### src/rtl/wav_i2s_tx.sv
// wav_i2s_tx: plays 16-bit stereo PCM from a byte FIFO as an I2S stream.
// Bytes arrive little-endian (L lo, L hi, R lo, R hi) into a 4-byte buffer.
// The serializer emits one 32-bit frame per 32 BCLK periods, with data one
// BCLK behind the word-select edge. A frame that starts without a complete
// sample is sent as zeros and flagged with a one-clk underrun pulse.
//
// Ports:
//   clk           system clock, rising edge
//   rst           asynchronous active-high reset
//   enable        playback enable, level-sensitive
//   fifo_empty    byte FIFO empty flag
//   fifo_rd_en    FIFO read strobe, one clk wide
//   fifo_rd_data  FIFO read data, valid one clk after fifo_rd_en
//   i2s_bclk      I2S bit clock
//   i2s_lrck      I2S word select (0 = left, 1 = right)
//   i2s_sdata     I2S serial data, MSB first
//   underrun      one-clk pulse when a zero frame is sent
module wav_i2s_tx #(
  parameter int unsigned CLK_DIV = 4
) (
  input  logic       clk,
  input  logic       rst,
  input  logic       enable,
  input  logic       fifo_empty,
  output logic       fifo_rd_en,
  input  logic [7:0] fifo_rd_data,
  output logic       i2s_bclk,
  output logic       i2s_lrck,
  output logic       i2s_sdata,
  output logic       underrun
);

  localparam int unsigned DIV_W   = 8;
  localparam int unsigned BIT_W   = 5;
  localparam int unsigned IDX_W   = 2;
  localparam int unsigned FRAME_W = 32;

  typedef enum logic [1:0] {
    F_IDLE = 2'd0,
    F_RD   = 2'd1,
    F_CAP  = 2'd2
  } fetch_state_t;

  fetch_state_t         state_q;
  fetch_state_t         state_d;
  logic [IDX_W-1:0]     byte_idx_q;
  logic                 buf_full_q;
  logic [7:0]           byte_q [4];
  logic [DIV_W-1:0]     div_q;
  logic [BIT_W-1:0]     bit_q;
  logic [FRAME_W-1:0]   frame_q;

  logic                 tick_c;
  logic                 load_c;
  logic [BIT_W-1:0]     bit_next_c;
  logic [FRAME_W-1:0]   sample_c;

  assign tick_c     = enable && (div_q == DIV_W'(CLK_DIV - 1));
  assign load_c     = tick_c && i2s_bclk && (bit_q == '0);
  assign bit_next_c = bit_q + BIT_W'(1);
  assign sample_c   = {byte_q[1], byte_q[0], byte_q[3], byte_q[2]};

  // Fetch state register
  always_ff @(posedge clk or posedge rst) begin
    if (rst) state_q <= F_IDLE;
    else     state_q <= state_d;
  end

  // Fetch next-state and read strobe. The strobe is gated by the live empty
  // flag so a stale "not empty" seen a clk earlier can never cause a read of
  // an empty FIFO; the FSM simply waits in F_RD until data is there.
  always_comb begin
    state_d    = state_q;
    fifo_rd_en = 1'b0;
    case (state_q)
      F_IDLE: if (enable && !buf_full_q && !fifo_empty) state_d = F_RD;
      F_RD: begin
        if (!fifo_empty) begin
          fifo_rd_en = 1'b1;
          state_d    = F_CAP;
        end else if (!enable) begin
          state_d = F_IDLE;
        end
      end
      F_CAP:   state_d = F_IDLE;
      default: state_d = F_IDLE;
    endcase
  end

  // Sample buffer; a frame load that consumes the buffer wins over a fetch
  always_ff @(posedge clk or posedge rst) begin
    if (rst) begin
      byte_idx_q <= '0;
      buf_full_q <= 1'b0;
      for (int i = 0; i < 4; i++) byte_q[i] <= '0;
    end else if (load_c && buf_full_q) begin
      buf_full_q <= 1'b0;
      byte_idx_q <= '0;
    end else if (state_q == F_CAP) begin
      byte_q[byte_idx_q] <= fifo_rd_data;
      byte_idx_q         <= byte_idx_q + IDX_W'(1);
      if (byte_idx_q == IDX_W'(3)) buf_full_q <= 1'b1;
    end
  end

  // BCLK divider, bit counter and frame shifter
  always_ff @(posedge clk or posedge rst) begin
    if (rst) begin
      div_q     <= '0;
      bit_q     <= '0;
      frame_q   <= '0;
      i2s_bclk  <= 1'b0;
      i2s_lrck  <= 1'b0;
      i2s_sdata <= 1'b0;
      underrun  <= 1'b0;
    end else if (!enable) begin
      div_q     <= '0;
      bit_q     <= '0;
      frame_q   <= '0;
      i2s_bclk  <= 1'b0;
      i2s_lrck  <= 1'b0;
      i2s_sdata <= 1'b0;
      underrun  <= 1'b0;
    end else begin
      underrun <= 1'b0;
      if (tick_c) begin
        div_q    <= '0;
        i2s_bclk <= ~i2s_bclk;
        if (i2s_bclk) begin
          bit_q    <= bit_next_c;
          i2s_lrck <= bit_next_c[BIT_W-1];
          if (bit_q == '0) begin
            if (buf_full_q) begin
              frame_q   <= sample_c;
              i2s_sdata <= sample_c[FRAME_W-1];
            end else begin
              frame_q   <= '0;
              i2s_sdata <= 1'b0;
              underrun  <= 1'b1;
            end
          end else begin
            // Rotate rather than shift; the register is reloaded every frame
            i2s_sdata <= frame_q[FRAME_W-2];
            frame_q   <= {frame_q[FRAME_W-2:0], frame_q[FRAME_W-1]};
          end
        end
      end else begin
        div_q <= div_q + DIV_W'(1);
      end
    end
  end

endmodule
### config.mk
export PLATFORM = sky130hd
export DESIGN_NAME = wav_i2s_tx
export DESIGN_NICKNAME = d
export VERILOG_FILES = /design/src/rtl/wav_i2s_tx.sv
export SDC_FILE = /design/constraint.sdc
export NUM_CORES = 1
export LEC_CHECK = 0
export ABC_AREA = 0
export BUFFER_PORTS_ARGS = -buffer_cell sky130_fd_sc_hd__buf_2
export CORE_MARGIN = 3
export CORE_UTILIZATION = 25
export DETAILED_ROUTE_END_ITERATION = 8
export HOLD_SLACK_MARGIN = 0.1
export SLEW_MARGIN = 5
export SYNTH_ARGS = -nofsm -noshare
export SYNTH_HDL_FRONTEND = slang
export SYNTH_SLANG_ARGS = --single-unit
### constraint.sdc
create_clock -name clk -period 2.95 [get_ports clk]
set_input_delay 0.4425 -clock clk [delete_from_list [all_inputs] [get_ports clk]]
set_output_delay 0.4425 -clock clk [all_outputs]
set_load 0.01 [all_outputs]
# Word level (Yosys, flattened, before mapping)
# Index checks and enable logic that the tools add are counted.
# word_totals
ff_bits	86
latch_bits	0
ramBits	0
romBits	0
inputBits	12
out_inout_bits	5
word_cells	86
n_memories	0
# op_classes
add_sub_neg	3
n_mul	0
n_div	0
magnitude_cmp	2
n_eq_ne	8
shift	0
mux	39
bitwise	3
reduce_logical	17
# ops
cell	n
two-way mux 32 bit	5
bitwise mux 32 bit	1
two-way mux 8 bit	3
two-way mux 1 bit	20
demux 8 bit (select 2 bit)	1
two-way mux 5 bit	3
two-way mux 2 bit	5
adder 8 x 1 -> 8 bit (second input constant)	1
== test 8 x 2 -> 1 bit (second input constant)	1
AND reduction 2 bit	4
logical AND 1 bit	7
adder 5 x 1 -> 5 bit (second input constant)	1
zero test 5 bit	1
== test 2 bit (second input constant)	2
inequality test 2 x 1 -> 1 bit (second input constant)	2
case mux 2 bit (2 select lines)	1
nonzero test 2 bit	2
greater-or-equal comparator 3 bit (second input constant)	1
less-than comparator 3 x 1 -> 1 bit (second input constant)	1
inequality test 3 bit (second input constant)	1
NOT 2 -> 3 bit	1
adder 2 x 1 -> 2 bit (second input constant)	1
== test 2 x 1 -> 1 bit (second input constant)	1
zero test 1 bit	2
3 further kinds	4

# Longest topological paths before layout
# Gate-level depths: netlist of the first run.
# logic_depth
word_depth	7
depth_mapped	8
depth_no_buf	6

# Worst setup path after synthesis of the first run
# OpenSTA, ideal clock, no wires.
# synth_path
kind	reg2reg
start	register div_q[0]
end	register byte_q[10] (netlist name)
setup_time_ns	0.125
arrival_time_ns	1.834
t_required_ns	2.825
setup_slack_ns	0.991
stages_incl_launch_ff	8
cell_sequence	dfrtp_1 > ha_1 > nor4bb_1 > clkbuf_2 > and4_1 > buf_4 > nor2_4 > mux2_4
# synth_between
elab_chain_cells	7
# synth_lines
item	line	rtl
from (decl)	49	logic [DIV_W-1:0] div_q;
from (signal assigned)	148	div_q <= div_q + DIV_W'(1);
== test 8 x 2 -> 1 bit	58	assign tick_c = enable && (div_q == DIV_W'(CLK_DIV - 1));
logical AND 1 bit	58	
logical AND 1 bit (2 in series)	59	assign load_c = tick_c && i2s_bclk && (bit_q == '0);
logical AND 1 bit	96	end else if (load_c && buf_full_q) begin
NOT 1 bit (no line)	-	
AND reduction 2 bit (no line)	-	
to (signal, indexed assignment)	100	byte_q[byte_idx_q] <= fifo_rd_data;
to (decl)	48	logic [7:0] byte_q [4];
# Every way passes these cells.
# A chain may end at the register's enable or synchronous reset.

# Worst setup path after layout of the first run
# layout_path
start	register div_q[0]
end	register byte_q[9] (netlist name)
# Same word-level chain as after synthesis.

==> key figures, run 1 <==
Floorplan
  – Core Region: 14900 sq um
  – Starting density of the core: 0.261
  – Die area: 17000 sq um
  – Std cell rows: 44
  – Die Y: about 130 um
  – DIE WIDTH: approximately 130 um
  – I/O pin total: 17

Yosys
  – Synth unique cells: 30
  – Top post-synthesis cells by area: dfrtp_1 (54%), mux2_4 (9.3%), o2bb2ai_1 (7.2%)
  – Flops & latches, synth: 84
  – Post-synth top area cell: dfrtp_1
  – EDFF count, synth: 0
  – Synth async-reset ratio: 1.00
  – Mean Syn Cell Area: between 10 and 15 sq um
  – Most numerous cell in the Yosys netlist: dfrtp_1
  – Syn nets: 337
  – Post-synthesis sequential area ratio: 0.543
  – Synthesized area: approximately 3900 sq um
  – Yosys top cell area share: 0.543
  – Post-Syn Instances: around 320
  – Top FF cell, synth: dfrtp_1
  – Synth warn: 0
  – Most instantiated cells after synthesis: dfrtp_1 (84), and3_1 (35), a21oi_1 (34)

Routing
  – Drt pass-1 iters: 4
  – Routed Antenna Nets: 0
  – Initial DRC Count: 138
  – Vias: around 2.4k
  – Vias per Instance: around 4.7
  – DRC: 0
  – Routed WL: between 7 and 8 mm
  – DR WL/cell: between 15 and 20 um

Cells and area
  – Area Growth Syn to Fin: 14.7%
  – Layout cell share with drive strength beyond 1: 0.211
  – Final non-filler cell total: 520
  – Filler cells: around 1.5k
  – Area of the multi-input gates: 1670 sq um
  – Diode count: 0
  – Post-route cell area: 4440 sq um
  – NumNets Final: 350
  – Register Area: 2100 sq um

Clock tree
  – Worst-Skew Late Latency: around 0.33 ns
  – Htree depth: 3
  – Setup Buffers After CTS: 0
  – Hold-fix buffers, CTS: 0
  – Root Buffer: clkbuf_16
  – Deepest clock path buffer count: 2
  – Clk pin slew, worst setup/hold paths: 0.07 ns
  – CTS tree: built
  – Post-CTS resize count: 0
  – CTS buffer count: 9
  – Clock sinks: 84

Setup path
  – Critical Path RT: approximately 3.2 ns
  – CP endpoint kind: flop
  – Worst EP arrival: approximately 2.4 ns
  – Element type at the critical path start: flop
  – Critical path type: flop to flop
  – Crit-path max FO: 8

Power and ir drop
  – Leakage: 2.00 nW
  – Pwr/cell area: between 500 and 600 nW/um^2
  – Worst vdd ir: 275 uV
  – Power Total: approximately 0.0026 W

Global routing
  – GRT Total Usage: 0.0992
  – Largest net degree at the start of global routing: 38
  – Remaining global-route overflow: 0
  – First-pass GRT wire length: ~13 mm
  – Vias in the first global route: between 2k and 3k
  – Initial antenna violation count: 0

Placement
  – Dpl cells: about 500
  – DP HPWL: 5.19 mm
  – IO Port Bufs: 16
  – RD Place Congestion: between 0.7 and 0.8
  – Placed cell area: between 4000 and 5000 sq um

Worst hold path
  – Hold WC Path Type: input pin to async pin

STA
  – Final setup viols: 0
  – Slew at the pin closest to its max-slew limit: ~0.76 ns
  – Final Hold Viols: 0
  – Final setup TNS: 0 ns
  – RSZ-0062 raised after global routing: false
  – Period utilization: 0.738
  – Achievable Freq: about 460 MHz
  – Clock Skew: 0.00824 ns
  – Slew margin rel.: 0.491
  – Slew Viols, Final: 0
  – Final min period: roughly 2.2 ns

Status
  – Outcome: completed

Run
  – Total of max-cap violations: 0
[where the power goes]
part | switching (W) | internal (W)
combinational | 0.000151 | 0.000123
sequential | 0.0000369 | 0.00120
clock | 0.000466 | 0.000602
[state kept, by name, indices dropped and copies added, names as in the netlist, 2 cells and up]
| register | cells |
|---|---|
| state_q | 2 |
| byte_q | 32 |
| div_q | 8 |
| bit_q | 4 |
| frame_q | 31 |
| byte_idx_q | 2 |
[placed cells by master, fill, tap and decap left out, drive strengths merged, types with 2 or more instances in the layout]
cell,count
o2bb2ai,32
nand4,2
dfrtp,84
nand2,7
inv,7
nor2,14
a21oi,34
buf,23
o21ai,2
clkinv,3
and2,10
xnor2,8
nor3b,3
mux2,32
clkbuf,10
xor2,4
ha,7
and3,35
nor3,2
nand3,9
[per-layer routing]
layer,up-vias,part of all wire,global-route usage
met5,-,0,0
met4,0,0.0077,0.0296
met2,33,0.45,0.150
met1,1223,0.51,0.135
met3,4,0.033,0.0337
li1,1175,-,-
[kinds of logic after synthesis]
family                   synth area share
XOR/XNOR                           0.0271
AO/OA/AOI/OAI                       0.121
buffers and inverters              0.0281
adder cells (fa/ha/maj)            0.0226
flip-flops                          0.543
multiplexers                        0.116
AND/OR/NAND/NOR                     0.142
[through the flow]
stage | setup WS (ns) | hold slack, ns | util
after floorplan | 0.342 | 0.443 | -
after global placement | 0.770 | 0.464 | 0.280
after detailed placement | 0.757 | 0.470 | 0.280
after CTS | 0.748 | 0.197 | 0.299
after global routing | 0.620 | 0.230 | 0.299
final | 0.773 | 0.176 | 0.299
[cell type report]
cell class | count | area share
multi-input cells | 208 | 0.376
repair buffers | 23 | 0.0299
flip-flops and latches | 84 | 0.473
clock buffers | 10 | 0.0538
inverters | 5 | 0.00451
clock inverters | 6 | 0.0104
well taps | 184 | 0.0518
[path summary, 6_finish.rpt]
check,startpoint,end,slack (ns),cells after the start
hold / removal,rst,frame_q[12],0.18,2
setup / recovery,div_q[0],byte_q[9],0.77,6
setup reg to reg,div_q[0],byte_q[9],0.77,6
min in group clk,fifo_empty,state_q[1],0.32,2
hold reg to reg,byte_q[5],byte_q[5],0.48,1
max in group asynchronous,rst,bit_q[0],1.96,3
[critical path, stage by stage (launching register included)]
cell      delay, ns
dfrtp_1        0.41
ha_1           0.25
nor4bb_1       0.22
buf_4          0.19
and4_1         0.49
nor2_4         0.16
mux2_4         0.33
(Power assumes the default switching activity.)
==> run 2, diff against run 1 <==
==> constraint.sdc (replaced) <==
create_clock -name clk -period 2.1 [get_ports clk]
set_input_delay 0.315 -clock clk [delete_from_list [all_inputs] [get_ports clk]]
set_output_delay 0.315 -clock clk [all_outputs]
set_load 0.01 [all_outputs]
==> key figures, run 2 (same netlist as run 1, synthesis figures left out) <==
Status
  – Outcome: completed

Power and ir drop
  – Sequential Power Share: 0.461 (-0.019)
  – Power Total: 0.00377 W (+46%)
  – Pwr/cell area: 831 nW/um^2 (+43%)
  – Clock power share: 0.435 (+0.021)
  – P_sw: 0.000962 W (+47%)
  – Leakage: 2.04 nW (+2.3%)
  – Worst vdd ir: 389 uV (+42%)
  – Net Sw Frac: 0.255 (+0.00176)
  – Internal: 0.00281 W (+46%)
  – Comb pwr share: 0.104 (-0.002)

Clock tree
  – Clk pin slew, worst setup/hold paths: 0.07 ns (about the same)
  – CTS tree: built
  – Post-CTS resize count: 0 (unchanged)
  – Htree depth: 3 (unchanged)
  – Deepest clock path buffer count: 2 (unchanged)
  – Clock sinks: 84 (unchanged)
  – Worst-Skew Late Latency: 0.35 ns (+0.02 ns)
  – Root Buffer: clkbuf_16
  – CTS buffer count: 9 (unchanged)
  – Setup Buffers After CTS: 0 (unchanged)
  – Hold-fix buffers, CTS: 0 (unchanged)

Setup path
  – Critical-path top delay cell: dfrtp_1
  – Critical Path RT: 2.33 ns (-0.83 ns)
  – Worst R2R Setup Slack: 0.13 ns (-0.65 ns)
  – CP endpoint kind: flop
  – FF-to-FF path depth: 7 (+1)
  – Critical path type: flop to flop
  – Worst EP arrival: 2.20 ns (-0.19 ns)
  – Crit-path max FO: 8 (unchanged)
  – CP max stage delay: 0.40 ns (-0.09 ns)
  – Reg-to-Reg Start: bit_q[0]
  – Crit-path cells: inv_1 > ha_1 > nor4b_4 > and4_1 > buf_12 > nor2_4 > mux2_4
  – RR Endpoint: byte_q[8]
  – Element type at the critical path start: flop

Placement
  – Placed cell area: 4230 sq um (+1.7%)
  – IO Port Bufs: 16 (unchanged)
  – RD Place Congestion: 0.762 (-3.6%)
  – Pre-CTS WS: 0.141 ns (-0.616 ns)
  – DP HPWL: 5.07 mm (-2.2%)

Run
  – Total of max-cap violations: 0 (unchanged)

Cells and area
  – Area Growth Syn to Fin: 17.1%
  – Most common cell after layout, fill and taps aside: dfrtp_1
  – Reg with most FFs: byte_q
  – Final Core Density: 0.305 (+0.00631)
  – Diode count: 0 (unchanged)
  – Commonest non-fill, non-tap cells in the layout: dfrtp_1 (84), and3_1 (35), a21oi_1 (34)
  – Max reg flops: 32 (unchanged)
  – Post-route cell area: 4540 sq um (+2.1%)
  – Layout cell share with drive strength beyond 1: 0.225 (+0.0138)
  – Biggest regs: byte_q (32), frame_q (31), div_q (8)
  – NumNets Final: 356 (+1.7%)

Routing
  – Vias per Instance: 4.71 (+0.69%)
  – Routed WL: 8.05 mm (+1.7%)
  – Routed Antenna Nets: 0 (unchanged)
  – Initial DRC Count: 228 (+65%)
  – Vias: 2480 (+1.8%)
  – DR WL/cell: 15.3 um (+0.51%)
  – Drt pass-1 iters: 4 (unchanged)
  – DRC: 0 (unchanged)

STA
  – RSZ-0062 raised after global routing: false
  – Final setup TNS: 0 ns (unchanged)
  – Achievable Freq: 507 MHz (+10%)
  – Slew margin rel.: 0.697 (+0.205)
  – Clock Skew: 0.00710 ns (-0.00114 ns)
  – Setup WS post-layout: 0.127 ns (-0.646 ns)
  – Period utilization: 0.940 (+0.202)
  – Slew at the pin closest to its max-slew limit: 0.455 ns (-0.308 ns)
  – Final Hold Viols: 0 (unchanged)
  – Final min period: 1.97 ns (-0.204 ns)
  – Slew Viols, Final: 0 (unchanged)
  – Final setup viols: 0 (unchanged)

Global routing
  – GRT Total Usage: 0.102 (+0.00311)
  – First-pass GRT wire length: 13.8 mm (+4.3%)
  – Remaining global-route overflow: 0 (unchanged)
  – Largest net degree at the start of global routing: 85 (+120%)
  – Vias in the first global route: 2575 (+1.3%)
  – Initial antenna violation count: 0 (unchanged)

Floorplan
  – Core Region: 14900 sq um (unchanged)
  – Die Y: 130 um (unchanged)
  – DIE WIDTH: 130 um (unchanged)
  – Die area: 17000 sq um (unchanged)
  – I/O pin total: 17 (unchanged)
  – Std cell rows: 44 (unchanged)
  – Starting density of the core: 0.261 (unchanged)

Worst hold path
  – Hold WC Path Type: input pin to async pin
## run 2: cell count changes in the layout (fill, tap and decap cells not counted), sizes merged
cell / previous run / this run
buf: 23 / 29
bufinv: 0 / 1
clkbuf: 10 / 9
clkinv: 3 / 2
inv: 7 / 8
## run 2: layout make-up
cell class,instances,area [sq um]
Fill cell,1495,10300
Sequential cell,84,2100
Multi-Input combinational cell,208,1670
Tap cell,184,230
Clock buffer,9,225
Timing Repair Buffer,29,203
Clock inverter,7,81.3
Inverter,5,22.5
## run 2: how the worst max path moves through the flow
| stage | from | end | cells after the start |
|---|---|---|---|
| 3_3_place_gp | bit_q[0] | byte_q[24] | 7 |
| 5_1_grt | bit_q[0] | byte_q[23] | 7 |
| 3_5_place_dp | bit_q[0] | byte_q[14] | 7 |
| 6_report | bit_q[0] | byte_q[8] | 7 |
| 4_1_cts | bit_q[0] | byte_q[8] | 7 |
| 2_1_floorplan | div_q[0] | byte_q[10] | 7 |
## run 2: stage by stage
step           instances  hold slack [ns]
3_5_place_dp         510            0.467
4_1_cts              526            0.107
3_3_place_gp         510            0.465
6_report             526           0.0677
2_1_floorplan        318            0.385
5_1_grt              526            0.125
## run 2: critical path: cells and delay by family, from the launching register on
| kind | cells | cell delay [ns] |
|---|---|---|
| flops | 1 | 0.40 |
| simple gates | 3 | 0.71 |
| buf+inv | 2 | 0.21 |
| fa+ha+maj | 1 | 0.20 |
| mux | 1 | 0.34 |
## run 2: power by group through the flow
stage               sequential (W)  clock (W)  combinational (W)
finish                     0.00174    0.00164           0.000393
global route               0.00175    0.00176           0.000456
detailed placement         0.00177          0           0.000398
global placement           0.00176          0           0.000390
floorplan                  0.00176          0           0.000289
CTS                        0.00174    0.00168           0.000403
## run 2: layer usage
layer	GRT usage	vias to the layer above	routed length, um
met5	0	-	0
met4	0.0290	0	95
met3	0.0293	9	273
met2	0.156	28	3730
met1	0.143	1260	3960
li1	-	1183	-
==> run 3, diff against run 2 <==
--- a/config.mk
+++ b/config.mk
@@ -8,9 +8,10 @@
 export ABC_AREA = 0
 export BUFFER_PORTS_ARGS = -buffer_cell sky130_fd_sc_hd__buf_2
 export CORE_MARGIN = 3
-export CORE_UTILIZATION = 25
+export CORE_UTILIZATION = 59
 export DETAILED_ROUTE_END_ITERATION = 8
 export HOLD_SLACK_MARGIN = 0.1
+export PLACE_DENSITY = 0.77
 export SLEW_MARGIN = 5
 export SYNTH_ARGS = -nofsm -noshare
 export SYNTH_HDL_FRONTEND = slang
==> key figures, run 3 (same netlist as run 1, synthesis figures left out) <==
Global routing
  – Met3 GRT Util: 0.0596 (+0.0303)
  – Remaining global-route overflow: 0 (unchanged)
  – Most Crowded Layer GR: met2
  – GRT Total Usage: 0.220 (+0.117)
  – Initial antenna violation count: 0 (unchanged)
  – Vias in the first global route: 2542 (-1.3%)
  – Largest net degree at the start of global routing: 85 (unchanged)
  – Met2 GRT Util: 0.340 (+0.184)
  – First-pass GRT wire length: 12.8 mm (-7.3%)
  – Met1 usage: 0.302 (+0.160)

Cells and area
  – Max reg flops: 32 (unchanged)
  – Post-route cell area: 4300 sq um (-5.2%)
  – Most common cell after layout, fill and taps aside: dfrtp_1
  – Area of the multi-input gates: 1670 sq um (unchanged)
  – Register Area: 2100 sq um (unchanged)
  – Biggest regs: byte_q (32), frame_q (31), div_q (8)
  – Filler cells: 447 (-70%)
  – Area Growth Syn to Fin: 11.0%
  – Reg with most FFs: byte_q
  – NumNets Final: 355 (-0.28%)
  – Layout cell share with drive strength beyond 1: 0.220 (-0.00520)
  – Commonest non-fill, non-tap cells in the layout: dfrtp_1 (84), and3_1 (35), a21oi_1 (34)
  – Diode count: 0 (unchanged)

STA
  – Final min period: 1.98 ns (+0.0114 ns)
  – Final Hold Viols: 0 (unchanged)
  – Slew Viols, Final: 0 (unchanged)
  – Period utilization: 0.945 (+0.00544)
  – RSZ-0062 raised after global routing: false
  – Final setup viols: 0 (unchanged)
  – Clock Skew: 0.00974 ns (+0.00263 ns)
  – Achievable Freq: 504 MHz (-0.58%)
  – Slew at the pin closest to its max-slew limit: 0.485 ns (+0.0303 ns)
  – Final setup TNS: 0 ns (unchanged)
  – Slew margin rel.: 0.676 (-0.0209)

Floorplan
  – DIE WIDTH: 87.0 um (-33%)
  – Die area: 7570 sq um (-56%)
  – I/O pin total: 17 (unchanged)
  – Std cell rows: 28 (-36%)
  – Die Y: 87.0 um (-33%)
  – Core Region: 6130 sq um (-59%)
  – Starting density of the core: 0.632 (+0.371)

Power and ir drop
  – Sequential Power Share: 0.510 (+0.049)
  – P_sw: 0.000861 W (-11%)
  – Pwr/cell area: 791 nW/um^2 (-4.8%)
  – Internal: 0.00254 W (-9.5%)
  – Clock power share: 0.374 (-0.061)
  – Leakage: 1.99 nW (-2.4%)
  – Comb pwr share: 0.116 (+0.012)
  – Worst vdd ir: 540 uV (+39%)
  – Net Sw Frac: 0.253 (-0.00217)

Clock tree
  – Worst-Skew Late Latency: 0.36 ns (about the same)
  – Clk pin slew, worst setup/hold paths: 0.08 ns (about the same)
  – CTS buffer count: 9 (unchanged)
  – Clock sinks: 84 (unchanged)
  – Setup Buffers After CTS: 0 (unchanged)
  – CTS tree: built
  – Root Buffer: clkbuf_8
  – Deepest clock path buffer count: 2 (unchanged)
  – Htree depth: 3 (unchanged)

Routing
  – Initial DRC Count: 184 (-19%)
  – Routed Antenna Nets: 0 (unchanged)
  – Vias per Instance: 5.99 (+27%)
  – DRC: 0 (unchanged)
  – Vias: 2492 (+0.48%)
  – Routed WL: 7.47 mm (-7.3%)
  – Drt pass-1 iters: 4 (unchanged)
  – DR WL/cell: 17.9 um (+17%)

Setup path
  – Reg-to-Reg Start: bit_q[0]
  – Worst EP arrival: 2.23 ns (+0.03 ns)
  – Crit-path cells: inv_1 > ha_1 > nor4b_4 > and4_1 > buf_4 > nor2_4 > mux2_4
  – Crit-path max FO: 8 (unchanged)
  – Critical Path RT: 2.34 ns (about the same)
  – Critical path type: flop to flop
  – Cell family with most CP delay: simple AND/OR/NAND/NOR gates
  – Element type at the critical path start: flop
  – CP endpoint: byte_q[31]
  – FF-to-FF path depth: 7 (unchanged)
  – CP endpoint kind: flop
  – Worst R2R Setup Slack: 0.12 ns (about the same)
  – Stages on the worst setup path: 7 (unchanged)
  – CP max stage delay: 0.40 ns (about the same)
  – Critical-path top delay cell: dfrtp_1
  – RR Endpoint: byte_q[31]
  – Setup crit start: bit_q[0]
  – CP Buf/Inv Count: 2 (unchanged)

Placement
  – RD Place Congestion: 0.783 (+2.7%)
  – Placed cell area: 4070 sq um (-3.9%)
  – DP HPWL: 4.74 mm (-6.5%)
  – IO Port Bufs: 16 (unchanged)

Worst hold path
  – Hold WC Path Type: input pin to flop
  – Worst hold path depth: 2

Run
  – Total of max-cap violations: 0 (unchanged)

Status
  – Outcome: completed
run 3: changes by cell type in the layout (fill, tap and decap cells not counted), sizes merged:
cell / before / now
inv: 8 / 5
buf: 29 / 27
clkinv: 2 / 4
bufinv: 1 / 2
dlygate4sd3: 0 / 1
run 3: what timing repair did:
action                    CTS  global route
hold buffers                1             0
gates resized for setup     0             0
hold endpoints to repair   84             0
run 3: layout make-up:
class,count,area share
clock inverters,7,0.0233
flip-flops and latches,84,0.489
clock buffers,9,0.0288
multi-input cells,208,0.389
inverters,5,0.00524
well taps,75,0.0218
repair buffers,28,0.0431
run 3: metal layers:
metal / wire length (um) / share of wire
met4: 129 / 0.017
met1: 3620 / 0.48
met5: 0 / 0
met3: 271 / 0.036
met2: 3440 / 0.46
run 3: power by group through the flow:
stage	sequential, W	combinational [W]	clock [W]
global placement	0.00176	0.000378	0
CTS	0.00174	0.000397	0.00130
detailed placement	0.00177	0.000393	0
finish	0.00174	0.000395	0.00127
floorplan	0.00176	0.000289	0
global route	0.00175	0.000447	0.00137
run 3: how the worst min path moves through the flow:
stage	start	end	slack, ns
2_1_floorplan	fifo_empty	state_q[1]	0.38
3_3_place_gp	byte_q[3]	byte_q[3]	0.46
3_5_place_dp	rst	frame_q[21]	0.47
4_1_cts	fifo_empty	state_q[1]	0.13
5_1_grt	fifo_empty	state_q[1]	0.14
6_report	fifo_empty	state_q[1]	0.15
run 3: metrics by stage:
| stage | hold WS (ns) | total power (W) | utilization | std cells | worst slack (ns) |
|---|---|---|---|---|---|
| floorplan | 0.385 | 0.00205 | - | 318 | 0.141 |
| global placement | 0.460 | 0.00214 | 0.663 | 399 | 0.187 |
| detailed placement | 0.468 | 0.00216 | 0.663 | 399 | 0.0956 |
| CTS | 0.134 | 0.00343 | 0.701 | 416 | 0.0854 |
| global route | 0.144 | 0.00356 | 0.701 | 416 | 0.00148 |
| finish | 0.154 | 0.00340 | 0.701 | 416 | 0.116 |
